$ cat config.mk
export PLATFORM = sky130hd
export DESIGN_NAME = dmem_arbiter_flat
export DESIGN_NICKNAME = d
export VERILOG_FILES = /design/src/rtl/dmem_arbiter_if.sv /design/src/rtl/dmem_arbiter.sv /design/src/flat_wrapper.sv
export SDC_FILE = /design/constraint.sdc
export NUM_CORES = 1
export LEC_CHECK = 0
export BUFFER_PORTS_ARGS = -buffer_cell sky130_fd_sc_hd__buf_2
export CAP_MARGIN = 10
export CORE_AREA = 2 2 94 96
export CTS_CLUSTER_SIZE = 10
export DETAILED_ROUTE_END_ITERATION = 7
export DIE_AREA = 0 0 96 98
export HOLD_SLACK_MARGIN = 0.1
export PLACE_DENSITY_LB_ADDON = 0.08
export SYNTH_ARGS = -nofsm -noshare
export SYNTH_HDL_FRONTEND = slang
export SYNTH_SLANG_ARGS = --single-unit
$ cat constraint.sdc
create_clock -name clk_i -period 2.2 [get_ports clk_i]
set_clock_uncertainty 0.1 [all_clocks]
set_input_delay 0.55 -clock clk_i [delete_from_list [all_inputs] [get_ports clk_i]]
set_output_delay 0.55 -clock clk_i [all_outputs]
set_load 0.05 [all_outputs]
$ cat src/rtl/dmem_arbiter_if.sv
// Bus bundle between the data-memory arbiter, its two requesters and the memory.
// slave = arbiter view; master = requesters plus memory.
interface dmem_arbiter_if #(
    parameter int DW    = 32,
    parameter int ADDRW = 8
);
    logic             core_req_i;
    logic             core_we_i;
    logic [3:0]       core_mask_i;
    logic [ADDRW-1:0] core_addr_i;
    logic [DW-1:0]    core_wdata_i;
    logic [DW-1:0]    core_rdata_o;
    logic             core_stall_o;

    logic             dma_req_i;
    logic             dma_we_i;
    logic [3:0]       dma_mask_i;
    logic [ADDRW-1:0] dma_addr_i;
    logic [DW-1:0]    dma_wdata_i;
    logic             dma_gnt_o;
    logic             dma_rvalid_o;
    logic [DW-1:0]    dma_rdata_o;

    logic             mem_cs_o;
    logic             mem_we_o;
    logic [3:0]       mem_mask_o;
    logic [ADDRW-1:0] mem_addr_o;
    logic [DW-1:0]    mem_wdata_o;
    logic [DW-1:0]    mem_rdata_i;

    modport slave (
        input  core_req_i, core_we_i, core_mask_i, core_addr_i, core_wdata_i,
        output core_rdata_o, core_stall_o,
        input  dma_req_i, dma_we_i, dma_mask_i, dma_addr_i, dma_wdata_i,
        output dma_gnt_o, dma_rvalid_o, dma_rdata_o,
        output mem_cs_o, mem_we_o, mem_mask_o, mem_addr_o, mem_wdata_o,
        input  mem_rdata_i
    );

    modport master (
        output core_req_i, core_we_i, core_mask_i, core_addr_i, core_wdata_i,
        input  core_rdata_o, core_stall_o,
        output dma_req_i, dma_we_i, dma_mask_i, dma_addr_i, dma_wdata_i,
        input  dma_gnt_o, dma_rvalid_o, dma_rdata_o,
        input  mem_cs_o, mem_we_o, mem_mask_o, mem_addr_o, mem_wdata_o,
        output mem_rdata_i
    );
endinterface

$ cat src/rtl/dmem_arbiter.sv
// Single-port data-memory arbiter: core has priority, DMA is forced through
// after STARVE_MAX contested losses. DMA reads return registered data one cycle later.
module dmem_arbiter #(
    parameter int DW         = 32,
    parameter int ADDRW      = 8,
    parameter int STARVE_MAX = 4
) (
    input  logic           clk_i,
    input  logic           rst_i,
    dmem_arbiter_if.slave  bus
);
    localparam logic [3:0] STARVE_LIM = 4'(STARVE_MAX);

    logic [3:0]       starve_cnt_q, starve_cnt_d;
    logic             dma_rvalid_q, dma_rvalid_d;
    logic [DW-1:0]    dma_rdata_q, dma_rdata_d;

    logic             force_dma, gnt_core, gnt_dma;
    logic             mem_cs, mem_we;
    logic [3:0]       mem_mask;
    logic [ADDRW-1:0] mem_addr;
    logic [DW-1:0]    mem_wdata;

    always_comb begin
        force_dma = bus.dma_req_i && (starve_cnt_q == STARVE_LIM);
        gnt_core  = bus.core_req_i && !force_dma;
        gnt_dma   = bus.dma_req_i && !gnt_core;
    end

    // Idle cycles present the core fields; only cs/we need to be quiet.
    always_comb begin
        mem_cs    = gnt_core || gnt_dma;
        mem_we    = gnt_dma ? bus.dma_we_i : (gnt_core && bus.core_we_i);
        mem_mask  = gnt_dma ? bus.dma_mask_i  : bus.core_mask_i;
        mem_addr  = gnt_dma ? bus.dma_addr_i  : bus.core_addr_i;
        mem_wdata = gnt_dma ? bus.dma_wdata_i : bus.core_wdata_i;
    end

    always_comb begin
        starve_cnt_d = starve_cnt_q;
        if (gnt_dma)
            starve_cnt_d = 4'd0;
        else if (bus.dma_req_i && (starve_cnt_q != STARVE_LIM))
            starve_cnt_d = starve_cnt_q + 4'd1;
        dma_rvalid_d = gnt_dma && !bus.dma_we_i;
        dma_rdata_d  = dma_rvalid_d ? bus.mem_rdata_i : dma_rdata_q;
    end

    always_ff @(posedge clk_i or negedge rst_i) begin
        if (!rst_i) begin
            starve_cnt_q <= 4'd0;
            dma_rvalid_q <= 1'b0;
            dma_rdata_q  <= '0;
        end else begin
            starve_cnt_q <= starve_cnt_d;
            dma_rvalid_q <= dma_rvalid_d;
            dma_rdata_q  <= dma_rdata_d;
        end
    end

    assign bus.mem_cs_o     = mem_cs;
    assign bus.mem_we_o     = mem_we;
    assign bus.mem_mask_o   = mem_mask;
    assign bus.mem_addr_o   = mem_addr;
    assign bus.mem_wdata_o  = mem_wdata;
    assign bus.core_rdata_o = bus.mem_rdata_i;
    assign bus.core_stall_o = bus.core_req_i && !gnt_core;
    assign bus.dma_gnt_o    = gnt_dma;
    assign bus.dma_rvalid_o = dma_rvalid_q;
    assign bus.dma_rdata_o  = dma_rdata_q;
endmodule

$ cat src/flat_wrapper.sv
// flat-port wrapper written by rule: the top's interface ports become plain ports
module dmem_arbiter_flat 
#(
    parameter int DW         = 32,
    parameter int ADDRW      = 8,
    parameter int STARVE_MAX = 4
)
  (clk_i, rst_i, bus_core_req_i, bus_core_we_i, bus_core_mask_i, bus_core_addr_i, bus_core_wdata_i, bus_core_rdata_o, bus_core_stall_o, bus_dma_req_i, bus_dma_we_i, bus_dma_mask_i, bus_dma_addr_i, bus_dma_wdata_i, bus_dma_gnt_o, bus_dma_rvalid_o, bus_dma_rdata_o, bus_mem_cs_o, bus_mem_we_o, bus_mem_mask_o, bus_mem_addr_o, bus_mem_wdata_o, bus_mem_rdata_i);
  dmem_arbiter_if #(.DW(DW), .ADDRW(ADDRW)) bus_i ();
  input  logic clk_i;
  input  logic rst_i;
  input wire logic [$bits(bus_i.core_req_i)-1:0] bus_core_req_i;
  input wire logic [$bits(bus_i.core_we_i)-1:0] bus_core_we_i;
  input wire logic [$bits(bus_i.core_mask_i)-1:0] bus_core_mask_i;
  input wire logic [$bits(bus_i.core_addr_i)-1:0] bus_core_addr_i;
  input wire logic [$bits(bus_i.core_wdata_i)-1:0] bus_core_wdata_i;
  output wire logic [$bits(bus_i.core_rdata_o)-1:0] bus_core_rdata_o;
  output wire logic [$bits(bus_i.core_stall_o)-1:0] bus_core_stall_o;
  input wire logic [$bits(bus_i.dma_req_i)-1:0] bus_dma_req_i;
  input wire logic [$bits(bus_i.dma_we_i)-1:0] bus_dma_we_i;
  input wire logic [$bits(bus_i.dma_mask_i)-1:0] bus_dma_mask_i;
  input wire logic [$bits(bus_i.dma_addr_i)-1:0] bus_dma_addr_i;
  input wire logic [$bits(bus_i.dma_wdata_i)-1:0] bus_dma_wdata_i;
  output wire logic [$bits(bus_i.dma_gnt_o)-1:0] bus_dma_gnt_o;
  output wire logic [$bits(bus_i.dma_rvalid_o)-1:0] bus_dma_rvalid_o;
  output wire logic [$bits(bus_i.dma_rdata_o)-1:0] bus_dma_rdata_o;
  output wire logic [$bits(bus_i.mem_cs_o)-1:0] bus_mem_cs_o;
  output wire logic [$bits(bus_i.mem_we_o)-1:0] bus_mem_we_o;
  output wire logic [$bits(bus_i.mem_mask_o)-1:0] bus_mem_mask_o;
  output wire logic [$bits(bus_i.mem_addr_o)-1:0] bus_mem_addr_o;
  output wire logic [$bits(bus_i.mem_wdata_o)-1:0] bus_mem_wdata_o;
  input wire logic [$bits(bus_i.mem_rdata_i)-1:0] bus_mem_rdata_i;
  assign bus_i.core_req_i = bus_core_req_i;
  assign bus_i.core_we_i = bus_core_we_i;
  assign bus_i.core_mask_i = bus_core_mask_i;
  assign bus_i.core_addr_i = bus_core_addr_i;
  assign bus_i.core_wdata_i = bus_core_wdata_i;
  assign bus_core_rdata_o = bus_i.core_rdata_o;
  assign bus_core_stall_o = bus_i.core_stall_o;
  assign bus_i.dma_req_i = bus_dma_req_i;
  assign bus_i.dma_we_i = bus_dma_we_i;
  assign bus_i.dma_mask_i = bus_dma_mask_i;
  assign bus_i.dma_addr_i = bus_dma_addr_i;
  assign bus_i.dma_wdata_i = bus_dma_wdata_i;
  assign bus_dma_gnt_o = bus_i.dma_gnt_o;
  assign bus_dma_rvalid_o = bus_i.dma_rvalid_o;
  assign bus_dma_rdata_o = bus_i.dma_rdata_o;
  assign bus_mem_cs_o = bus_i.mem_cs_o;
  assign bus_mem_we_o = bus_i.mem_we_o;
  assign bus_mem_mask_o = bus_i.mem_mask_o;
  assign bus_mem_addr_o = bus_i.mem_addr_o;
  assign bus_mem_wdata_o = bus_i.mem_wdata_o;
  assign bus_i.mem_rdata_i = bus_mem_rdata_i;
  dmem_arbiter #(.DW(DW), .ADDRW(ADDRW), .STARVE_MAX(STARVE_MAX)) u_core (.clk_i(clk_i), .rst_i(rst_i), .bus(bus_i));
endmodule
---- Yosys cells after proc, flatten, opt, wreduce, memory -nomap -nowiden ----
Index checks and enable logic that the tools add are counted.
operators by class
  add/sub/neg operators ................... 1
  $mul .................................... 0
  div/mod/pow operators ................... 0
  $lt $le $gt $ge ......................... 0
  eq/ne operators ......................... 2
  shifts and indexed selects .............. 0
  multiplexer cells ....................... 6
  bitwise operators ....................... 0
  reduce and logical (&&, ||, !) cells .... 12
operators by type and width
  operator             number
  $mux 32              1
  $mux 4               3
  $mux 8               1
  $logic_and 1x1->1    7
  $add 4x1->4 const B  1
  $eq 4x3->1 const B   1
  $ne 4x3->1 const B   1
  $logic_not 1->1      3
  $reduce_bool 2->1    1
  $logic_or 1x1->1     1
  $mux 1               1
storage, ports and cells
  bits in registers ....................... 37
  latch bits .............................. 0
  bits in writable memories ............... 0
  bits in read-only memories .............. 0
  input port bits ......................... 126
  output and inout port bits .............. 113
  word-level logic and storage cells ...... 24
  memories kept ........................... 0

---- Longest topological paths before layout ----
Gate-level depths: netlist of the first run.
  word-level depth ........................ 7
  depth in mapped cells ................... 7
  depth with buffers taken out ............ 5

---- Worst setup path after synthesis of the first run ----
OpenSTA, ideal clock, no wires.
  path kind ............................... register -> output
  start point ............................. register u_core.starve_cnt_q[0]
  end point ............................... output bus_mem_we_o
  arrival ................................. 1965 ps
  required time ........................... 1550 ps
  path slack .............................. -415 ps
  stages on the path, launching flop included .. 7
  path buffers ............................ 1
  cells stage by stage .................... dfrtp_1 -> inv_1 -> ha_1 -> and3b_1 -> buf_6 -> a21oi_1 -> mux2i_1
on the way
  word-level cells in the longest chain between the ends .. 7
  elaborated cells on any way between the ends .. 8
  those cells by class .................... eq/ne: 1; mux: 1; reduce/logical: 6
RTL lines
  element                 line                source
  from (decl)             dmem_arbiter.sv:14  logic [3:0] starve_cnt_q, starve_cnt_d;
  from (signal assigned)  dmem_arbiter.sv:55  starve_cnt_q <= starve_cnt_d;
  $eq 4x3->1 *            dmem_arbiter.sv:25  force_dma = bus.dma_req_i && (starve_cnt_q == STARVE_LIM);
  $logic_and 1x1->1 *     dmem_arbiter.sv:25
  $logic_not 1->1 *       dmem_arbiter.sv:26  gnt_core = bus.core_req_i && !force_dma;
  $logic_and 1x1->1 *     dmem_arbiter.sv:26
  $logic_not 1->1         dmem_arbiter.sv:27  gnt_dma = bus.dma_req_i && !gnt_core;
  $logic_and 1x1->1       dmem_arbiter.sv:27
  $mux 1 *                dmem_arbiter.sv:33  mem_we = gnt_dma ? bus.dma_we_i : (gnt_core && bus.core_we_i);
  to (decl)               flat_wrapper.sv:28  output wire logic [$bits(bus_i.mem_we_o)-1:0] bus_mem_we_o;
Every way passes the cells marked *; elsewhere a longest branch is shown, timed or not.

---- Worst setup path after layout of the first run ----
  start point ............................. register u_core.starve_cnt_q[0]
  end point ............................... output bus_mem_wdata_o[31]
on the way
  word-level cells in the longest chain between the ends .. 7
RTL lines
  element            line                source
  $eq 4x3->1         dmem_arbiter.sv:25
  $logic_and 1x1->1  dmem_arbiter.sv:25
  $logic_not 1->1    dmem_arbiter.sv:26
  $logic_and 1x1->1  dmem_arbiter.sv:26
  $logic_not 1->1    dmem_arbiter.sv:27
  $logic_and 1x1->1  dmem_arbiter.sv:27
  $mux 32            dmem_arbiter.sv:36  mem_wdata = gnt_dma ? bus.dma_wdata_i : bus.core_wdata_i;
  to (decl)          flat_wrapper.sv:31  output wire logic [$bits(bus_i.mem_wdata_o)-1:0] bus_mem_wdata_o;
No other way between the ends.

==> impl_metrics.py, run 1 <==
metrics = {
    "status": {
        "status": "finished with violations",
        "violations": "negative setup slack",
    },
    "clock_network": {
        "clk_path_buf_depth": 2,
        "h-tree-depth": 2,
        "cts_buffers": 5,
        "clkSinkCount": 37,
        "worstSkewPairLatency_ps": 280,
        "cts_tree": "built",
        "root_buffer": "clkbuf_8",
        "clk_transition_reported_paths_ps": 80,
    },
    "synthesis": {
        "yosysTopAreaCellShare_pct": 40.2,
        "yosysUniqueCellTypes": 28,
        "synth_top_area_cell": "dfrtp_1",
        "synthesis.nets": 313,
        "synth-warning-count": 0,
        "synth_seq_area_share_pct": 40.2,
        "synth_cells": 185,
        "synthTopCellsByArea": "dfrtp_1 (40%), mux2_2 (35%), buf_4 (10%)",
        "avgSynthCellArea_um2": 12.5,
        "syn_area_um2": 2310,
        "synth_seq_cells": 37,
    },
    "sta": {
        "drv_slew": 0,
        "rsz0062_at_grt": "yes",
        "finalHoldViolCount": 0,
        "fin_crit_ps": 2690,
        "fin_hold_ws_ps": 403,
        "relSlewSlack_pct": 75.3,
        "worstMarginPinSlew_ps": 370,
        "period_share_pct": 122,
        "final-setup-viol-count": 47,
        "fmax_ghz": 0.372,
        "worst_slack_ps": -491,
    },
    "job": {
        "cap_violations": 0,
    },
    "finish": {
        "final_layout_size_suffix_gt1_share_pct": 85.5,
        "final_common_cell": "buf_2",
        "area_delta_synth_final_pct": 80.0,
        "final_nets": 541,
        "final_util_pct": 49.0,
        "final_cell_mix": "buf_2 (191), buf_6 (44), mux2_4 (39), mux2_2 (37), dfrtp_1 (37)",
    },
    "setup_path": {
        "slowest_stage": "dfrtp_1",
        "crit_chain": "inv_2 > ha_4 > and3b_1 > o21ai_4 > buf_12 > buf_12 > mux2_2 > buf_6",
        "worstPathRequired_ps": 1550,
        "path_max_fanout": 9,
        "arrival_ps": 2040,
        "cpPeakStageDelay_ps": 370,
        "critPathKind": "flop to primary output",
        "critPathCaptureType": "primary output",
        "crit_top_cell": "buf_12",
        "cp-start-kind": "flop",
    },
    "worst_hold_path": {
        "hold_class": "input pin to flop",
    },
    "floorplanning": {
        "fp.dieW_um": 96,
        "start_util_pct": 27.2,
        "core_um2": 8470,
        "die_h_um": 98,
        "core.rowCount": 34,
        "num_io_pins": 239,
        "dieArea_um2": 9410,
    },
    "routing": {
        "vias": 2257,
        "dr.pass1.iters": 3,
        "drc_errors": 0,
        "wl_per_cell_um": 15.5,
        "drt-initial-drc-count": 35,
        "viasPerCell": 4.32,
        "routed_wl_mm": 8.12,
        "ant_nets": 0,
    },
    "global_routing": {
        "top_usage_layer": "met2",
        "grt_overflow_total": 0,
        "grtUsageMet3_pct": 4.32,
        "grtUsageTotal_pct": 15.7,
        "gr-usage-met2_pct": 28.7,
        "grt_start_max_net_pins": 27,
        "grt_pass1_vias": 2282,
        "grtUsageMet1_pct": 17.4,
        "grt_first_pass_wirelength_mm": 11.5,
        "antenna_found_initial": 1,
    },
    "pwr": {
        "ir_drop_v": 0.000513,
        "p_leak_uw": 0.00228,
        "p_per_area_nw_per_um2": 766,
    },
    "place": {
        "detailed_place_hpwl_mm": 6.80,
        "portBuffers": 238,
        "place.gp.congestion": 0.728,
    },
}
synth_stat cells:
cell	count
dfrtp_1	37
clkbuf_1	1
a31oi_1	1
mux2i_1	1
buf_6	5
nor2b_1	1
o31ai_1	2
nand2_1	2
nand3b_1	1
and3_1	1
nand2b_1	1
nand4_1	1
nand3_1	3
buf_2	4
inv_1	5
a21oi_2	1
mux2_2	72
o21ai_0	1
a21o_1	1
o22ai_1	1
and4b_1	1
a21oi_1	1
buf_4	32
ha_1	2
or2_2	1
o21ai_4	1
and3b_1	1
mux2_1	4
per-layer routing:
layer | part of all wire, % | vias up
met5 | 0 | -
met4 | 1.2 | 0
met3 | 10 | 8
met2 | 52 | 128
met1 | 37 | 1052
li1 | - | 1069
sequential cells by signal, summed over array words and instances, names as in the netlist:
| register | count |
|---|---|
| u_core.bus.dma_rdata_o | 32 |
| u_core.starve_cnt_q | 4 |
| u_core.bus.dma_rvalid_o | 1 |
final timing paths:
check / from / slack, ps / to / cells past startpoint
max in group asynchronous: rst_i / 890 / u_core.bus.dma_rdata_o[13]$_DFFE_PN0P_ / 3
hold reg to reg: u_core.bus.dma_rdata_o[15]$_DFFE_PN0P_ / 400 / u_core.bus.dma_rdata_o[15]$_DFFE_PN0P_ / 1
setup / recovery: u_core.starve_cnt_q[0]$_DFFE_PN0P_ / -490 / bus_mem_wdata_o[31] / 8
min in group asynchronous: rst_i / 600 / u_core.bus.dma_rdata_o[30]$_DFFE_PN0P_ / 2
hold / removal: bus_mem_rdata_i[0] / 400 / u_core.bus.dma_rdata_o[0]$_DFFE_PN0P_ / 2
setup reg to reg: u_core.starve_cnt_q[1]$_DFFE_PN0P_ / 360 / u_core.bus.dma_rdata_o[17]$_DFFE_PN0P_ / 7
metrics by stage:
| stage | cells | worst slack [ps] | TNS, ps | total power, uW | area (um2) |
|---|---|---|---|---|---|
| 2_1_floorplan | 185 | -194 | -8120 | 2070 | 2470 |
| 3_3_place_gp | 513 | -195 | -7370 | 2480 | 3720 |
| 3_5_place_dp | 513 | -229 | -8380 | 2490 | 3720 |
| 4_1_cts | 522 | -512 | -21220 | 3210 | 4130 |
| 5_1_grt | 523 | -571 | -23820 | 3330 | 4150 |
| 6_report | 523 | -491 | -19990 | 3180 | 4150 |
cells by family (layout without fill, tap and decap cells):
group / count (synthesis) / count (layout) / synth area share [%]
muxes: 77 / 77 / 37.5
buffers and inverters: 47 / 276 / 14.7
DFF: 37 / 37 / 40.2
and+or+nand+nor: 13 / 13 / 3.47
AOI/OAI and AO/OA: 9 / 9 / 3.04
adders and majority gates: 2 / 2 / 1.09
other: 0 / 1 / 0
repair_timing:
action,CTS,global route
pin swaps,1,0
gates resized for setup,87,6
buffers inserted,0,0
hold endpoints to repair,15,0
hold buffers,1,0
endpoints found under the setup margin,47,47
worst max-delay path, delay by kind of cell, from the launching register on:
family / cells / cell delay (ps)
AOI/OAI and AO/OA: 1 / 170
adders and majority gates: 1 / 150
buffers and inverters: 4 / 500
DFF: 1 / 370
muxes: 1 / 360
and+or+nand+nor: 1 / 210
report_power, final:
| group | switching [uW] | total, uW | internal (uW) |
|---|---|---|---|
| logic | 1110 | 1700 | 588 |
| clock network | 243 | 611 | 369 |
| registers | 60.5 | 871 | 811 |
| total | 1410 | 3180 | 1770 |
area by class of cell:
| class | count | area (um2) |
|---|---|---|
| Clock buffer | 6 | 82.6 |
| Multi-Input combinational cell | 101 | 1220 |
| Timing Repair Buffer | 263 | 1730 |
| Clock inverter | 2 | 37.5 |
| Fill cell | 792 | 4310 |
| Sequential cell | 37 | 926 |
| Antenna cell | 1 | 2.50 |
| Tap cell | 108 | 135 |
| Inverter | 5 | 18.8 |
Power figures use the tool's default switching activity.
==> run 2: changes to the inputs <==
Settings changed: CTS_CLUSTER_DIAMETER set to 40, TNS_END_PERCENT set to 10.
==> run 2 against run 1 <==
Net effect: the flow still finishes with violations (negative setup slack); first-iteration DRC count increased by 8.6%; die area unchanged; fmax about the same; critical path depth unchanged; register-to-register slack about the same; critical path type unchanged; largest cell class unchanged; highest routed layer unchanged.
==> impl_metrics.py, run 2 (same netlist as run 1, synthesis figures left out) <==
metrics = {
    "status": {
        "status": "finished with violations",
        "violations": "negative setup slack",
    },
    "setup_path": {
        "slowest_stage": "dfrtp_1",
        "ff2ff_setup_slack_ps": 360,
        "crit_chain": "inv_2 > ha_4 > and3b_1 > o21ai_4 > buf_12 > buf_12 > mux2_2 > buf_6",
        "critPathKind": "flop to primary output",
        "endpoint": "bus_mem_wdata_o[31]",
        "worstPathRequired_ps": 1550,
        "critPathCaptureType": "primary output",
        "regToRegStartpoint": "u_core.starve_cnt_q[1]$_DFFE_PN0P_",
        "worstSetupStartpoint": "u_core.starve_cnt_q[0]$_DFFE_PN0P_",
        "crit_top_cell": "buf_12",
        "cp-start-kind": "flop",
        "arrival_ps": 2040,
        "path_max_fanout": 9,
        "r2r_cells": 7,
        "r2r-end": "u_core.bus.dma_rdata_o[17]$_DFFE_PN0P_",
        "cpPeakStageDelay_ps": 370,
    },
    "place": {
        "place.gp.congestion": 0.728,
        "detailed_place_hpwl_mm": 6.80,
        "portBuffers": 238,
        "dp_worst_setup_slack_ps": -229,
        "dpl.cell_count": 513,
    },
    "floorplanning": {
        "die_h_um": 98,
        "fp.dieW_um": 96,
        "num_io_pins": 239,
        "start_util_pct": 27.2,
        "dieArea_um2": 9410,
        "core.rowCount": 34,
        "core_um2": 8470,
    },
    "clock_network": {
        "root_buffer": "clkbuf_8",
        "cts_tree": "built",
        "worstSkewPairLatency_ps": 280,
        "h-tree-depth": 2,
        "clk_transition_reported_paths_ps": 80,
        "cts_buffers": 5,
        "clkSinkCount": 37,
        "clk_path_buf_depth": 2,
        "post_cts_buffers": 0,
    },
    "global_routing": {
        "grt_start_max_net_pins": 27,
        "grt_overflow_total": 0,
        "grt_first_pass_wirelength_mm": 11.4,
        "grtUsageTotal_pct": 15.7,
        "antenna_found_initial": 1,
        "grt_pass1_vias": 2285,
    },
    "sta": {
        "finalHoldViolCount": 0,
        "rsz0062_at_grt": "yes",
        "relSlewSlack_pct": 75.3,
        "drv_slew": 0,
        "worst_slack_ps": -490,
        "fmax_ghz": 0.372,
        "worstMarginPinSlew_ps": 370,
        "fin_crit_ps": 2690,
        "final-setup-viol-count": 47,
        "period_share_pct": 122,
    },
    "pwr": {
        "p_per_area_nw_per_um2": 766,
        "p_leak_uw": 0.00228,
        "ir_drop_v": 0.000513,
    },
    "routing": {
        "routed_wl_mm": 8.12,
        "ant_nets": 0,
        "viasPerCell": 4.32,
        "wl_per_cell_um": 15.5,
        "vias": 2259,
        "dr.pass1.iters": 3,
        "drt-initial-drc-count": 38,
        "drc_errors": 0,
    },
    "finish": {
        "final_layout_size_suffix_gt1_share_pct": 85.5,
        "largest_reg_flops": 32,
        "final_common_cell": "buf_2",
        "fin_cells": 523,
        "final_util_pct": 49.0,
        "area_delta_synth_final_pct": 80.0,
        "final_cell_mix": "buf_2 (191), buf_6 (44), mux2_4 (39), mux2_2 (37), dfrtp_1 (37)",
        "final_nets": 541,
    },
    "job": {
        "cap_violations": 0,
    },
    "worst_hold_path": {
        "hold_class": "input pin to flop",
    },
}
run 2: cell counts in the layout (fill, tap and decap cells not counted):
Identical to the previous run, type by type.
run 2: final cells by class:
class / count / area (um2)
antenna: 1 / 2.50
clock buffer: 6 / 82.6
clock inverter: 2 / 37.5
fill: 792 / 4310
inverter: 5 / 18.8
multi-input combinational: 101 / 1220
sequential: 37 / 926
tap: 108 / 135
timing repair buffer: 263 / 1730
run 2: worst min path at each step:
| stage | from | to | slack (ps) | depth (start not counted) |
|---|---|---|---|---|
| 6_report | bus_mem_rdata_i[0] | u_core.bus.dma_rdata_o[0]$_DFFE_PN0P_ | 400 | 2 |
| 5_1_grt | bus_mem_rdata_i[0] | u_core.bus.dma_rdata_o[0]$_DFFE_PN0P_ | 390 | 2 |
| 4_1_cts | bus_mem_rdata_i[1] | u_core.bus.dma_rdata_o[1]$_DFFE_PN0P_ | 390 | 2 |
| 3_5_place_dp | rst_i | u_core.bus.dma_rdata_o[20]$_DFFE_PN0P_ | 390 | 1 |
| 3_3_place_gp | u_core.bus.dma_rdata_o[12]$_DFFE_PN0P_ | u_core.bus.dma_rdata_o[12]$_DFFE_PN0P_ | 380 | 1 |
| 2_1_floorplan | rst_i | u_core.bus.dma_rdata_o[0]$_DFFE_PN0P_ | 150 | 0 |
run 2: power breakdown:
part,internal (uW),total (uW),switching (uW)
Sequential,811,871,60.5
Combinational,588,1700,1110
Clock,369,611,243
run 2: what timing repair did:
item                       in CTS  in global routing
gates resized for setup        87                  6
hold buffers                    1                  0
pin swaps                       1                  0
hold endpoints to repair       15                  0
setup endpoints to repair      47                 47
run 2: metrics by stage:
step           hold slack [ps]  TNS [ps]  power (uW)  cell area (um2)
5_1_grt                    391    -23820        3330             4150
6_report                   403    -19940        3180             4150
3_3_place_gp               385     -7370        2480             3720
4_1_cts                    391    -21220        3210             4130
3_5_place_dp               390     -8380        2490             3720
2_1_floorplan              154     -8120        2070             2470
run 2: worst max-delay path: cells and delay by family, from the launching register on:
kind,cells,cell delay (ps)
flip-flops,1,370
AO/OA/AOI/OAI,1,170
buffers and inverters,4,500
multiplexers,1,360
AND/OR/NAND/NOR,1,210
adder cells (fa/ha/maj),1,150
run 2: per-layer routing:
metal  wire [um]  global-route usage (%)  vias to the layer above
li1            -                       -                     1070
met1        3020                    17.4                     1053
met2        4190                    28.7                      128
met3         820                    4.32                        8
met4          99                    4.62                        0
met5           0                       0                        -
